$ cat src/rtl/pipe_stage_reg.sv
// Inter-stage pipeline register with valid/ready handshake, flush, optional skid entry
// and a saturating bubble counter for trace/debug.
module pipe_stage_reg #(
  parameter int DATA_W = 64,
  parameter int CTRL_W = 16,
  parameter int SKID   = 0,
  parameter int CNT_W  = 16
) (
  input  logic              clk,
  input  logic              rst,
  input  logic              flush,
  input  logic              in_valid,
  output logic              in_ready,
  input  logic [DATA_W-1:0] in_data,
  input  logic [CTRL_W-1:0] in_ctrl,
  output logic              out_valid,
  input  logic              out_ready,
  output logic [DATA_W-1:0] out_data,
  output logic [CTRL_W-1:0] out_ctrl,
  output logic [1:0]        occupancy,
  output logic [CNT_W-1:0]  bubble_cnt
);

  logic              main_valid_q, main_valid_d;
  logic [DATA_W-1:0] main_data_q,  main_data_d;
  logic [CTRL_W-1:0] main_ctrl_q,  main_ctrl_d;
  logic              skid_valid_q, skid_valid_d;
  logic [DATA_W-1:0] skid_data_q,  skid_data_d;
  logic [CTRL_W-1:0] skid_ctrl_q,  skid_ctrl_d;
  logic              in_ready_q,   in_ready_d;
  logic [CNT_W-1:0]  bubble_cnt_q, bubble_cnt_d;
  logic              in_xfer, out_xfer;

  // With a skid entry, in_ready is a pure flop so out_ready never reaches upstream.
  assign in_ready  = (SKID != 0) ? in_ready_q : (~main_valid_q | out_ready);
  assign in_xfer   = in_valid & in_ready;
  assign out_xfer  = main_valid_q & out_ready;

  assign out_valid  = main_valid_q;
  assign out_data   = main_data_q;
  assign out_ctrl   = main_valid_q ? main_ctrl_q : '0;
  assign occupancy  = {1'b0, main_valid_q} + {1'b0, skid_valid_q};
  assign bubble_cnt = bubble_cnt_q;

  always_comb begin
    main_valid_d = main_valid_q;
    main_data_d  = main_data_q;
    main_ctrl_d  = main_ctrl_q;
    skid_valid_d = skid_valid_q;
    skid_data_d  = skid_data_q;
    skid_ctrl_d  = skid_ctrl_q;

    if (flush) begin
      main_valid_d = 1'b0;
      skid_valid_d = 1'b0;
      main_ctrl_d  = '0;
      skid_ctrl_d  = '0;
    end else if (SKID == 0) begin
      if (in_xfer) begin
        main_valid_d = 1'b1;
        main_data_d  = in_data;
        main_ctrl_d  = in_ctrl;
      end else if (out_xfer) begin
        main_valid_d = 1'b0;
      end
    end else begin
      if (out_xfer) begin
        if (skid_valid_q) begin
          main_data_d  = skid_data_q;
          main_ctrl_d  = skid_ctrl_q;
          skid_valid_d = 1'b0;
        end else if (in_xfer) begin
          main_data_d  = in_data;
          main_ctrl_d  = in_ctrl;
        end else begin
          main_valid_d = 1'b0;
        end
      end else if (in_xfer) begin
        if (!main_valid_q) begin
          main_valid_d = 1'b1;
          main_data_d  = in_data;
          main_ctrl_d  = in_ctrl;
        end else begin
          skid_valid_d = 1'b1;
          skid_data_d  = in_data;
          skid_ctrl_d  = in_ctrl;
        end
      end
    end

    in_ready_d = ~skid_valid_d;

    bubble_cnt_d = bubble_cnt_q;
    if (!main_valid_q && (bubble_cnt_q != '1))
      bubble_cnt_d = bubble_cnt_q + CNT_W'(1);
  end

  always_ff @(posedge clk or posedge rst) begin
    if (rst) begin
      main_valid_q <= 1'b0;
      main_data_q  <= '0;
      main_ctrl_q  <= '0;
      skid_valid_q <= 1'b0;
      skid_data_q  <= '0;
      skid_ctrl_q  <= '0;
      in_ready_q   <= 1'b1;
      bubble_cnt_q <= '0;
    end else begin
      main_valid_q <= main_valid_d;
      main_data_q  <= main_data_d;
      main_ctrl_q  <= main_ctrl_d;
      skid_valid_q <= skid_valid_d;
      skid_data_q  <= skid_data_d;
      skid_ctrl_q  <= skid_ctrl_d;
      in_ready_q   <= in_ready_d;
      bubble_cnt_q <= bubble_cnt_d;
    end
  end

endmodule
$ cat config.mk
export PLATFORM = sky130hd
export DESIGN_NAME = pipe_stage_reg
export DESIGN_NICKNAME = d
export VERILOG_FILES = /design/src/rtl/pipe_stage_reg.sv
export SDC_FILE = /design/constraint.sdc
export NUM_CORES = 1
export LEC_CHECK = 0
export BUFFER_PORTS_ARGS = -buffer_cell sky130_fd_sc_hd__buf_4
export CAP_MARGIN = 5
export CORE_ASPECT_RATIO = 0.5
export CORE_UTILIZATION = 40
export CTS_CLUSTER_SIZE = 30
export DETAILED_ROUTE_END_ITERATION = 10
export PLACE_DENSITY = 0.7
export SETUP_SLACK_MARGIN = 0.05
export SLEW_MARGIN = 20
export SYNTH_ARGS = -nofsm -noshare
export SYNTH_HDL_FRONTEND = slang
export SYNTH_SLANG_ARGS = --single-unit
$ cat constraint.sdc
create_clock -name clk -period 4.2 [get_ports clk]
set_input_delay 0.63 -clock clk [delete_from_list [all_inputs] [get_ports clk]]
set_output_delay 0.63 -clock clk [all_outputs]
set_load 0.02 [all_outputs]
==> impl_metrics.env <==
export IMPL_period_minus_slack_ns=2.04
export IMPL_syn_inst=274
export IMPL_layout_common_cells="185 x buf_4, 97 x dfrtp_1, 64 x mux2_2, 17 x and2_1, 16 x a22o_1"
export IMPL_p_int_w=0.00188
export IMPL_ant_nets=0
export IMPL_crit_path_top_delay_cell="dfrtp_1"
export IMPL_gp_congestion=0.825
export IMPL_grt_pass1_vias=2801
export IMPL_ys_seq_area_share_pct=62.0
export IMPL_initial_core_util_pct=41.3
export IMPL_hpwl_mm=6.58
export IMPL_mostFrequentLayoutCell="buf_4"
export IMPL_core_area_um2=9480
export IMPL_syn_nets=360
export IMPL_start_kind="register"
export IMPL_tns_ns=0
export IMPL_pwr_share_seq_pct=44.2
export IMPL_cts_sinks=97
export IMPL_rsz0062_at_grt="no"
export IMPL_cts_buffers=9
export IMPL_peakVddDrop_mv=0.247
export IMPL_die_w_um=142
export IMPL_relSlewSlack_pct=38.7
export IMPL_r2r_slack_ns=2.25
export IMPL_reg2regPathDepth=5
export IMPL_cts_setup_buffers=0
export IMPL_path_class="reg2out"
export IMPL_power_frac_clock_pct=27.9
export IMPL_min_from="flush"
export IMPL_wirelength_mm=9.19
export IMPL_worst_pin_slew_ns=0.920
export IMPL_syn_area_per_cell_um2=14.3
export IMPL_worstHoldPathType="in2reg"
export IMPL_grt_max_degree=81
export IMPL_cp_cell_sequence="nand2b_1 -> buf_4"
export IMPL_n_fill_cell=795
export IMPL_finalSetupViolations=0
export IMPL_pre_cts_slack_ns=2.21
export IMPL_cp_top_family="flip-flops"
export IMPL_hold_end="out_valid"
export IMPL_port_buffers=183
export IMPL_reg2reg_from="out_valid"
export IMPL_vias_per_cell=4.77
export IMPL_fin_ws_ns=2.16
export IMPL_vias=2845
export IMPL_switching_power_w=0.000846
export IMPL_finalHoldViolCount=0
export IMPL_slew_viol_final=0
export IMPL_fmaxAchievable_mhz=490
export IMPL_synth_cell_types=33
export IMPL_synth_seq_cells=97
export IMPL_end_kind="output port"
export IMPL_io_pins=185
export IMPL_root_buffer="clkbuf_16"
export IMPL_min_path_cells=2
export IMPL_row_count=25
export IMPL_fin_nets=542
export IMPL_combPwrFrac_pct=27.9
export IMPL_die_y_um=72.0
export IMPL_grt_first_pass_wirelength_mm=14.4
export IMPL_die_area_um2=10200
export IMPL_p_leak_nw=2.80
export IMPL_cp_max_fo=22
export IMPL_hold_ws_ns=0.480
export IMPL_clk_pin_slew_ns=0.06
export IMPL_cts_tree="done"
export IMPL_num_antenna_cells=0
export IMPL_antenna_found_initial=0
export IMPL_required_ns=3.57
export IMPL_run_status="completed"
export IMPL_hold_buffers=0
export IMPL_r2r_end="out_data[25]"
export IMPL_clockBufferDepth=2
export IMPL_finalCritPeriodShare_pct=48.6
export IMPL_wl_per_cell_um=15.4
export IMPL_drt_pass1_iter_count=4
export IMPL_synth_warnings=0
export IMPL_worst_path_buf_inv=1
export IMPL_area_growth_pct=45.6
export IMPL_clk_latency_ns=0.34
export IMPL_fin_skew_ns=0.00518
export IMPL_cpPeakStageDelay_ns=0.67
export IMPL_drive_gt1_share_pct=58.6
export IMPL_cts_htree_levels=3
export IMPL_worstPathArrival_ns=1.41
export IMPL_grtUsageTotal_pct=18.7
export IMPL_maxCapViolCount=0
export IMPL_drcViolationCount=0
export IMPL_gr_total_overflow=0
export IMPL_ctsResizeCount=0
export IMPL_power_density_nw_per_um2=477
export IMPL_p_sw_share_pct=31.1
export IMPL_synth_cell_area_um2=3920
export IMPL_drt_iter0_drc=81
[how the worst max path moves through the flow]
| stage | startpoint | endpoint | slack [ns] | cells after the start |
|---|---|---|---|---|
| floorplan | rst | bubble_cnt[0] | 1.04 | 1 |
| global placement | out_ready | main_ctrl_q[8] | 1.99 | 4 |
| detailed placement | out_ready | out_data[34] | 2.21 | 6 |
| CTS | out_valid | in_ready | 2.13 | 2 |
| global route | out_valid | in_ready | 2.05 | 2 |
| finish | out_valid | in_ready | 2.16 | 2 |
[power groups by stage]
stage / clock (W) / sequential, W / combinational [W]
floorplan: 0 / 0.00137 / 0.000242
global placement: 0 / 0.00121 / 0.000755
detailed placement: 0 / 0.00122 / 0.000766
CTS: 0.000787 / 0.00120 / 0.000768
global route: 0.000824 / 0.00123 / 0.000810
finish: 0.000758 / 0.00120 / 0.000760
[state kept, by name, indices dropped and copies added, names as in the netlist]
signal       count
bubble_cnt      16
main_ctrl_q     16
out_data        64
out_valid        1
[synth_stat cells]
cell type / n / share of area (%)
a21oi_1: 5 / 0.64
a22o_1: 16 / 3.6
a31oi_1: 2 / 0.32
and2_1: 17 / 2.7
and3_1: 2 / 0.32
and3b_1: 1 / 0.22
and4_1: 1 / 0.22
buf_2: 8 / 1.0
buf_4: 2 / 0.38
clkbuf_1: 5 / 0.48
conb_1: 1 / 0.096
dfrtp_1: 97 / 62
ha_1: 1 / 0.32
inv_1: 3 / 0.29
mux2_1: 1 / 0.29
mux2_2: 64 / 18
nand2_1: 7 / 0.67
nand2b_1: 1 / 0.16
nand3_1: 7 / 0.89
nand4_1: 4 / 0.64
nand4_2: 1 / 0.32
nand4_4: 1 / 0.54
nor2_1: 4 / 0.38
nor2b_1: 1 / 0.16
nor3_1: 2 / 0.26
nor3b_1: 1 / 0.19
nor4_1: 3 / 0.48
nor4b_1: 1 / 0.22
o41a_1: 1 / 0.29
o41ai_4: 1 / 0.70
or3_1: 1 / 0.16
xnor2_1: 5 / 1.1
xor2_1: 7 / 1.6
[per-layer routing]
layer	GRT usage, %	wire length [µm]	vias to the layer above
met2	33.4	4980	60
met1	21.6	3720	1433
met4	8.12	189	0
met5	0	0	-
li1	-	-	1336
met3	5.21	292	16
[worst reg2reg max path, stage by stage, from the launching register on]
cell,delay (ns)
dfrtp_1,0.57
nand2b_1,0.24
nand2_1,0.11
nor2_4,0.11
buf_12,0.34
mux2_2,0.46
[through the flow]
stage          std cells  total power, W  util [%]  area, µm²
5_1_grt              596         0.00286      60.2       5710
4_1_cts              596         0.00276      60.2       5710
2_1_floorplan        274         0.00162         -       3920
3_3_place_gp         579         0.00197      57.2       5420
6_report             596         0.00272      60.2       5710
3_5_place_dp         580         0.00199      57.3       5430
[cell type report]
type / instances / area [µm²] / share of cell area [%]
Timing Repair Buffer: 186 / 1410 / 24.7
Clock buffer: 11 / 243 / 4.25
Clock inverter: 5 / 31.3 / 0.548
Multi-Input combinational cell: 159 / 1410 / 24.8
Sequential cell: 97 / 2430 / 42.5
Tap cell: 135 / 169 / 2.96
Inverter: 3 / 13.8 / 0.241
[cell families (layout without fill, tap and decap cells)]
kind of cell             count (synthesis)  after routing  synth area share (%)
adder cells (fa/ha/maj)                  1              1                 0.319
other                                    1              1                0.0957
AND/OR/NAND/NOR                         55             55                  8.56
multiplexers                            65             65                  18.7
AO/OA/AOI/OAI                           25             25                  5.53
XOR/XNOR                                12             12                  2.68
flip-flops                              97             97                  62.0
buffers and inverters                   18            205                  2.17
No activity file was read; power rests on OpenSTA's default activity.
